File: config.mk
export PLATFORM = sky130hd
export DESIGN_NAME = tx_lin_interp
export DESIGN_NICKNAME = d
export VERILOG_FILES = /design/src/rtl/tx_pkg.sv /design/src/rtl/tx_lin_interp_lane.sv /design/src/rtl/tx_lin_interp.sv
export SDC_FILE = /design/constraint.sdc
export NUM_CORES = 1
export LEC_CHECK = 0
export CAP_MARGIN = 20
export CORE_ASPECT_RATIO = 0.75
export CORE_MARGIN = 8
export CORE_UTILIZATION = 62
export CTS_BUF_LIST = sky130_fd_sc_hd__clkbuf_8
export DETAILED_ROUTE_END_ITERATION = 10
export PLACE_DENSITY = 0.95
export SLEW_MARGIN = 30
export SYNTH_ARGS = -nofsm -noshare
export SYNTH_HDL_FRONTEND = slang
export SYNTH_HIERARCHICAL = 1
export SYNTH_SLANG_ARGS = --single-unit
File: constraint.sdc
create_clock -name clk -period 9.45 [get_ports clk]
set_input_delay 1.4175 -clock clk [delete_from_list [all_inputs] [get_ports clk]]
set_output_delay 1.4175 -clock clk [all_outputs]
set_load 0.01 [all_outputs]
File: src/rtl/tx_pkg.sv
// Shared definitions for the TX interpolation stage.
//   IQ_W     : default width of each I / Q component
//   state_e  : interpolator FSM states
//   pack_iq / iq_i / iq_q : helpers to build and split an {I,Q} word
package tx_pkg;

  localparam int IQ_W = 12;

  typedef enum logic [1:0] {
    IDLE = 2'd0,
    RUN  = 2'd1,
    TAIL = 2'd2
  } state_e;

  function automatic logic [2*IQ_W-1:0] pack_iq(input logic signed [IQ_W-1:0] i,
                                                input logic signed [IQ_W-1:0] q);
    return {i, q};
  endfunction

  function automatic logic signed [IQ_W-1:0] iq_i(input logic [2*IQ_W-1:0] d);
    return $signed(d[2*IQ_W-1:IQ_W]);
  endfunction

  function automatic logic signed [IQ_W-1:0] iq_q(input logic [2*IQ_W-1:0] d);
    return $signed(d[IQ_W-1:0]);
  endfunction

endpackage

File: src/rtl/tx_lin_interp_lane.sv
// One component (I or Q) of the linear interpolator, purely combinational.
//   prev, cur : segment start / end values (signed DATA_W)
//   k         : sample index within the segment
//   s         : prev + floor((cur - prev) * k / 2^LOG2_L)
// The result always lies between prev and cur, so it is truncated back to
// DATA_W bits without saturation.
module lin_interp_lane #(
  parameter int DATA_W = 12,
  parameter int LOG2_L = 3
) (
  input  logic signed [DATA_W-1:0] prev,
  input  logic signed [DATA_W-1:0] cur,
  input  logic        [LOG2_L-1:0] k,
  output logic signed [DATA_W-1:0] s
);

  // Common working width: DATA_W+1 for the difference, plus LOG2_L for k.
  localparam int PW = DATA_W + LOG2_L + 1;

  logic signed [PW-1:0] prev_x, cur_x, k_x, prod, sum;

  always_comb begin
    prev_x = PW'(prev);
    cur_x  = PW'(cur);
    k_x    = $signed(PW'(k));          // k is unsigned: zero-extend
    prod   = (cur_x - prev_x) * k_x;   // exact, |prod| < 2^(DATA_W+LOG2_L)
    sum    = prev_x + (prod >>> LOG2_L); // arithmetic shift: floor
    s      = sum[DATA_W-1:0];
  end

endmodule

File: src/rtl/tx_lin_interp.sv
// TX linear-interpolation upsampler (L = 2^LOG2_L) with ramp-down tail.
//   clk, rst_n           : clock, async active-low reset
//   in_valid/in_ready    : AXIS input handshake, in_data = {I, Q}
//   out_valid/out_ready  : AXIS output handshake, out_data = {I, Q}
//   underrun             : one-cycle pulse when the ramp-to-zero tail starts
// Each accepted symbol ends the segment that is currently being emitted, so
// symbol X appears as k=0 of the segment after it; bursts start and end at 0.
module tx_lin_interp
  import tx_pkg::*;
#(
  parameter int DATA_W = IQ_W,
  parameter int LOG2_L = 3
) (
  input  logic                clk,
  input  logic                rst_n,
  input  logic                in_valid,
  input  logic [2*DATA_W-1:0] in_data,
  output logic                in_ready,
  output logic                out_valid,
  output logic [2*DATA_W-1:0] out_data,
  input  logic                out_ready,
  output logic                underrun
);

  localparam int               W2     = 2 * DATA_W;
  localparam logic [LOG2_L-1:0] K_LAST = '1;

  state_e            state_q, state_d;
  logic [W2-1:0]     prev_q, prev_d, cur_q, cur_d;
  logic [W2-1:0]     out_data_q, out_data_d, samp;
  logic [LOG2_L-1:0] k_q, k_d;
  logic              out_valid_q, out_valid_d, underrun_q, underrun_d;
  logic              xfer, k_last, load;

  always_comb begin
    xfer       = out_valid_q && out_ready;
    k_last     = (k_q == K_LAST);
    in_ready   = (state_q == IDLE) || (state_q == RUN && k_last && out_ready);
    state_d    = state_q;
    prev_d     = prev_q;
    cur_d      = cur_q;
    k_d        = k_q;
    underrun_d = 1'b0;
    load       = 1'b0;
    case (state_q)
      IDLE: begin
        // prev is 0 here (reset or end of tail), so the burst ramps up from 0
        if (in_valid) begin
          cur_d   = in_data;
          k_d     = '0;
          state_d = RUN;
          load    = 1'b1;
        end
      end
      RUN: begin
        if (xfer) begin
          load = 1'b1;
          if (!k_last) begin
            k_d = k_q + 1'b1;
          end else begin
            prev_d = cur_q;
            k_d    = '0;
            if (in_valid) begin
              cur_d = in_data;
            end else begin
              cur_d      = '0;
              state_d    = TAIL;
              underrun_d = 1'b1;
            end
          end
        end
      end
      TAIL: begin
        if (xfer) begin
          load = 1'b1;
          if (!k_last) begin
            k_d = k_q + 1'b1;
          end else begin
            prev_d  = '0;
            k_d     = '0;
            state_d = IDLE;
          end
        end
      end
      default: state_d = IDLE;
    endcase
    out_valid_d = (state_d != IDLE);
  end

  // Sample for the next (prev, cur, k); one lane per component.
  for (genvar g = 0; g < 2; g++) begin : g_lane
    lin_interp_lane #(.DATA_W(DATA_W), .LOG2_L(LOG2_L)) u_lane (
      .prev (prev_d[g*DATA_W +: DATA_W]),
      .cur  (cur_d [g*DATA_W +: DATA_W]),
      .k    (k_d),
      .s    (samp  [g*DATA_W +: DATA_W])
    );
  end

  // Hold under backpressure; reload on transfer or segment start.
  assign out_data_d = load ? samp : out_data_q;

  always_ff @(posedge clk or negedge rst_n) begin
    if (!rst_n) begin
      state_q     <= IDLE;
      prev_q      <= '0;
      cur_q       <= '0;
      k_q         <= '0;
      out_data_q  <= '0;
      out_valid_q <= 1'b0;
      underrun_q  <= 1'b0;
    end else begin
      state_q     <= state_d;
      prev_q      <= prev_d;
      cur_q       <= cur_d;
      k_q         <= k_d;
      out_data_q  <= out_data_d;
      out_valid_q <= out_valid_d;
      underrun_q  <= underrun_d;
    end
  end

  assign out_valid = out_valid_q;
  assign out_data  = out_data_q;
  assign underrun  = underrun_q;

endmodule

==> run_results.csv <==
group,metric,value,unit
worst_setup_path,timing.rr.start,"state_q[1]",
timing,holdWs,0.5088,ns
hold_path,worstHoldStart,"out_data[21]",
worst_setup_path,max_stage_delay,0.61,ns
drt,detail_route.iter0.violations,553,
timing,fin_skew,0.01153,ns
cells_and_area,antenna_cells,0,
timing,setup_tns,0,ns
worst_setup_path,path_class,"input port to flop",
hold_path,hold_class,"flop to flop",
drt,antenna_left,0,
timing,period_minus_slack,8.517,ns
drt,dr_total_vias,6393,
timing,min_period_over_period,90.12,%
flow_run,drv_cap,0,
timing,relSlewSlack,38.09,%
drt,via_per_inst,6.025,
placement,gp_congestion,0.8899,
worst_setup_path,cp_slowest_cell,"clkdlybuf4s50_1",
placement,dp_cells,1046,
floorplanning,rows,35,
outcome,status,"complete, no violations",
hold_path,hold_end,"out_data[21]",
worst_setup_path,end_kind,"flop",
clock_network,root_buffer,"clkbuf_8",
logic_synthesis,yosysWarningCount,6,
drt,post_drt_wl_per_cell,17.45,µm
timing,rsz0062_at_grt,"false",
clock_network,post_cts_buffers,0,
worst_setup_path,cp.required,9.71,ns
drt,drt-total-wl,18520,µm
timing,finalSetupViolCount,0,
global_routing,grt_usage,22.43,%
worst_setup_path,r2r-end,"out_data[22]",
clock_network,cts.sinks,79,
logic_synthesis,synth_most_common_cell,"inv_1",
logic_synthesis,syn_area,7777,µm²
floorplanning,dieArea,16420,µm²
worst_setup_path,cp-start-kind,"input port",
timing,tightestPinTransition,0.9287,ns
logic_synthesis,synth.distinct_cells,68,
logic_synthesis,synth.area.mux_share,4.134,%
floorplanning,die_w,145.3,µm
logic_synthesis,ys_seq_area_share,25.42,%
worst_setup_path,cp-startpoint,"out_ready",
worst_setup_path,crit_top_cell,"ha_1",
clock_network,cts_tree,"done",
timing,max_freq,0.1174,GHz
logic_synthesis,avgSynthCellArea,9.270,µm²
timing,slew_violations,0,
logic_synthesis,synth_top_area_share,25.42,%
placement,dp_hpwl,14190,µm
clock_network,hold_buffers,0,
power,powerDensity,290.7,nW/µm²
placement,numPortBuffers,54,
clock_network,path_clk_slew,0.08,ns
floorplanning,ioPinCount,55,
logic_synthesis,ys.flop_type,"dfrtp_1",
logic_synthesis,synth_xor_area_share,6.982,%
logic_synthesis,synthAdderAreaFrac,23.78,%
global_routing,gr-total-overflow,0,
logic_synthesis,syn_inst,839,
clock_network,cts-buffers-inserted,9,
logic_synthesis,synthSimpleGateAreaFrac,13.47,%
global_routing,grt_pass1_wl,30540,µm
global_routing,grt_pass1_vias,6333,
logic_synthesis,netlist_top_cells_count,"inv_1, ha_1, dfrtp_1, a22o_1",
clock_network,cts.repair.resized,0,
global_routing,grt_max_degree,80,
cells_and_area,drive_gt1_share,7.486,%
worst_setup_path,worst-path-max-fanout,8,
worst_setup_path,rr_worst_depth,32,
power,leakagePower,4.271,nW
timing,finalHoldViolCount,0,
drt,dr.pass1.iters,5,
power,peakVddDrop,0.1961,mV
logic_synthesis,synth_edf_count,0,
worst_setup_path,arrival,8.77,ns
cells_and_area,syn2layout_area_growth,11.50,%
logic_synthesis,async_flop_share,100.0,%
floorplanning,die_h,113.0,µm
hold_path,holdPathStages,1,
logic_synthesis,synth_top_family_by_area,"adder cells",
logic_synthesis,synth_seq_cells,79,
drt,route.detailed.drc,0,
floorplanning,start_util,63.43,%
logic_synthesis,synth_compound_area_share,19.10,%
cells_and_area,layout.cells.non_filler,1061,
global_routing,antenna_found_initial,0,
clock_network,clock_path_buffers,2,
worst_setup_path,r2r_slack,1.73,ns
clock_network,h-tree-depth,3,
logic_synthesis,synth_area_leaders,"dfrtp_1, ha_1, fa_1",
logic_synthesis,synth_nets,998,
clock_network,insertion_delay,0.37,ns
logic_synthesis,synth_top_cell_by_area,"dfrtp_1",
floorplanning,core_area,12260,µm²
cells_and_area,nets,1050,
per-stage QoR:
stage	instance area, µm²	utilization, %	power [mW]	setup WS, ns
after floorplan	7777	-	1.799	2.015
after global placement	8456	68.96	2.119	1.124
after detailed placement	8459	68.99	2.201	0.7142
after CTS	8671	70.71	2.499	1.072
after global routing	8672	70.72	2.716	0.5517
final	8672	70.72	2.521	0.9332
placed cells by master, fill, tap and decap left out, types with 3 or more instances in the layout:
| master | n |
|---|---|
| mux2i_1 | 4 |
| or2_2 | 4 |
| a31oi_1 | 8 |
| clkdlybuf4s50_1 | 53 |
| clkbuf_8 | 9 |
| nand2_1 | 42 |
| o31ai_1 | 3 |
| inv_1 | 120 |
| mux2_2 | 24 |
| o21ai_0 | 24 |
| a31o_2 | 4 |
| and2_1 | 37 |
| ha_1 | 103 |
| a21o_1 | 12 |
| a22o_1 | 53 |
| nand3_1 | 13 |
| a21oi_1 | 31 |
| nor3_1 | 14 |
| nor2b_1 | 12 |
| nor2_1 | 47 |
| fa_1 | 28 |
| o21a_1 | 22 |
| xnor2_1 | 47 |
| nand2b_1 | 9 |
| and3_1 | 6 |
| buf_4 | 5 |
| nor3b_1 | 3 |
| a211oi_1 | 4 |
| o31a_1 | 5 |
| dfrtp_1 | 79 |
| a21oi_2 | 3 |
| o21bai_1 | 5 |
| xor2_1 | 15 |
layout make-up:
class	instances	area [µm²]
Clock buffer	9	123.9
Clock inverter	6	87.58
Fill cell	891	3590
Inverter	119	446.7
Multi-Input combinational cell	623	5250
Sequential cell	79	1977
Tap cell	166	207.7
Timing Repair Buffer	59	579.3
registers in the layout (all words and copies together), names as in the netlist:
name	flops
k_q	3
underrun	1
cur_q	24
out_valid	1
prev_q	24
out_data	24
state_q	2
worst max-delay path by stage:
| stage | cells past startpoint | end |
|---|---|---|
| detailed placement | 31 | out_data[22] |
| CTS | 31 | out_data[22] |
| finish | 31 | out_data[22] |
| floorplan | 30 | out_data[22] |
| global placement | 31 | out_data[22] |
| global route | 31 | out_data[22] |
critical path, delay by kind of cell:
kind                       cells  cell delay [ns]
buffers and inverters          4             0.81
AOI/OAI and AO/OA             12             2.97
and+or+nand+nor                8             1.57
muxes                          1             0.30
adders and majority gates      5             1.58
xor gates and xnor gates       1             0.14
where the power goes:
part / internal (mW) / total, mW / switching [mW]
Clock: 0.147 / 0.279 / 0.132
Sequential: 0.424 / 0.475 / 0.0513
Combinational: 0.772 / 1.77 / 0.996
layer usage:
metal / global-route usage, % / share of wire [%] / vias up
li1: - / - / 3011
met1: 30.03 / 46 / 3078
met2: 35.40 / 45 / 271
met3: 5.861 / 7.6 / 33
met4: 6.017 / 1.9 / 0
met5: 0 / 0 / -
logic make-up after synthesis:
family	after synthesis
simple gates	203
compound gates	198
buf+inv	137
fa+ha+maj	131
flops	79
xor+xnor	62
mux	29
Power figures use the tool's default switching activity.
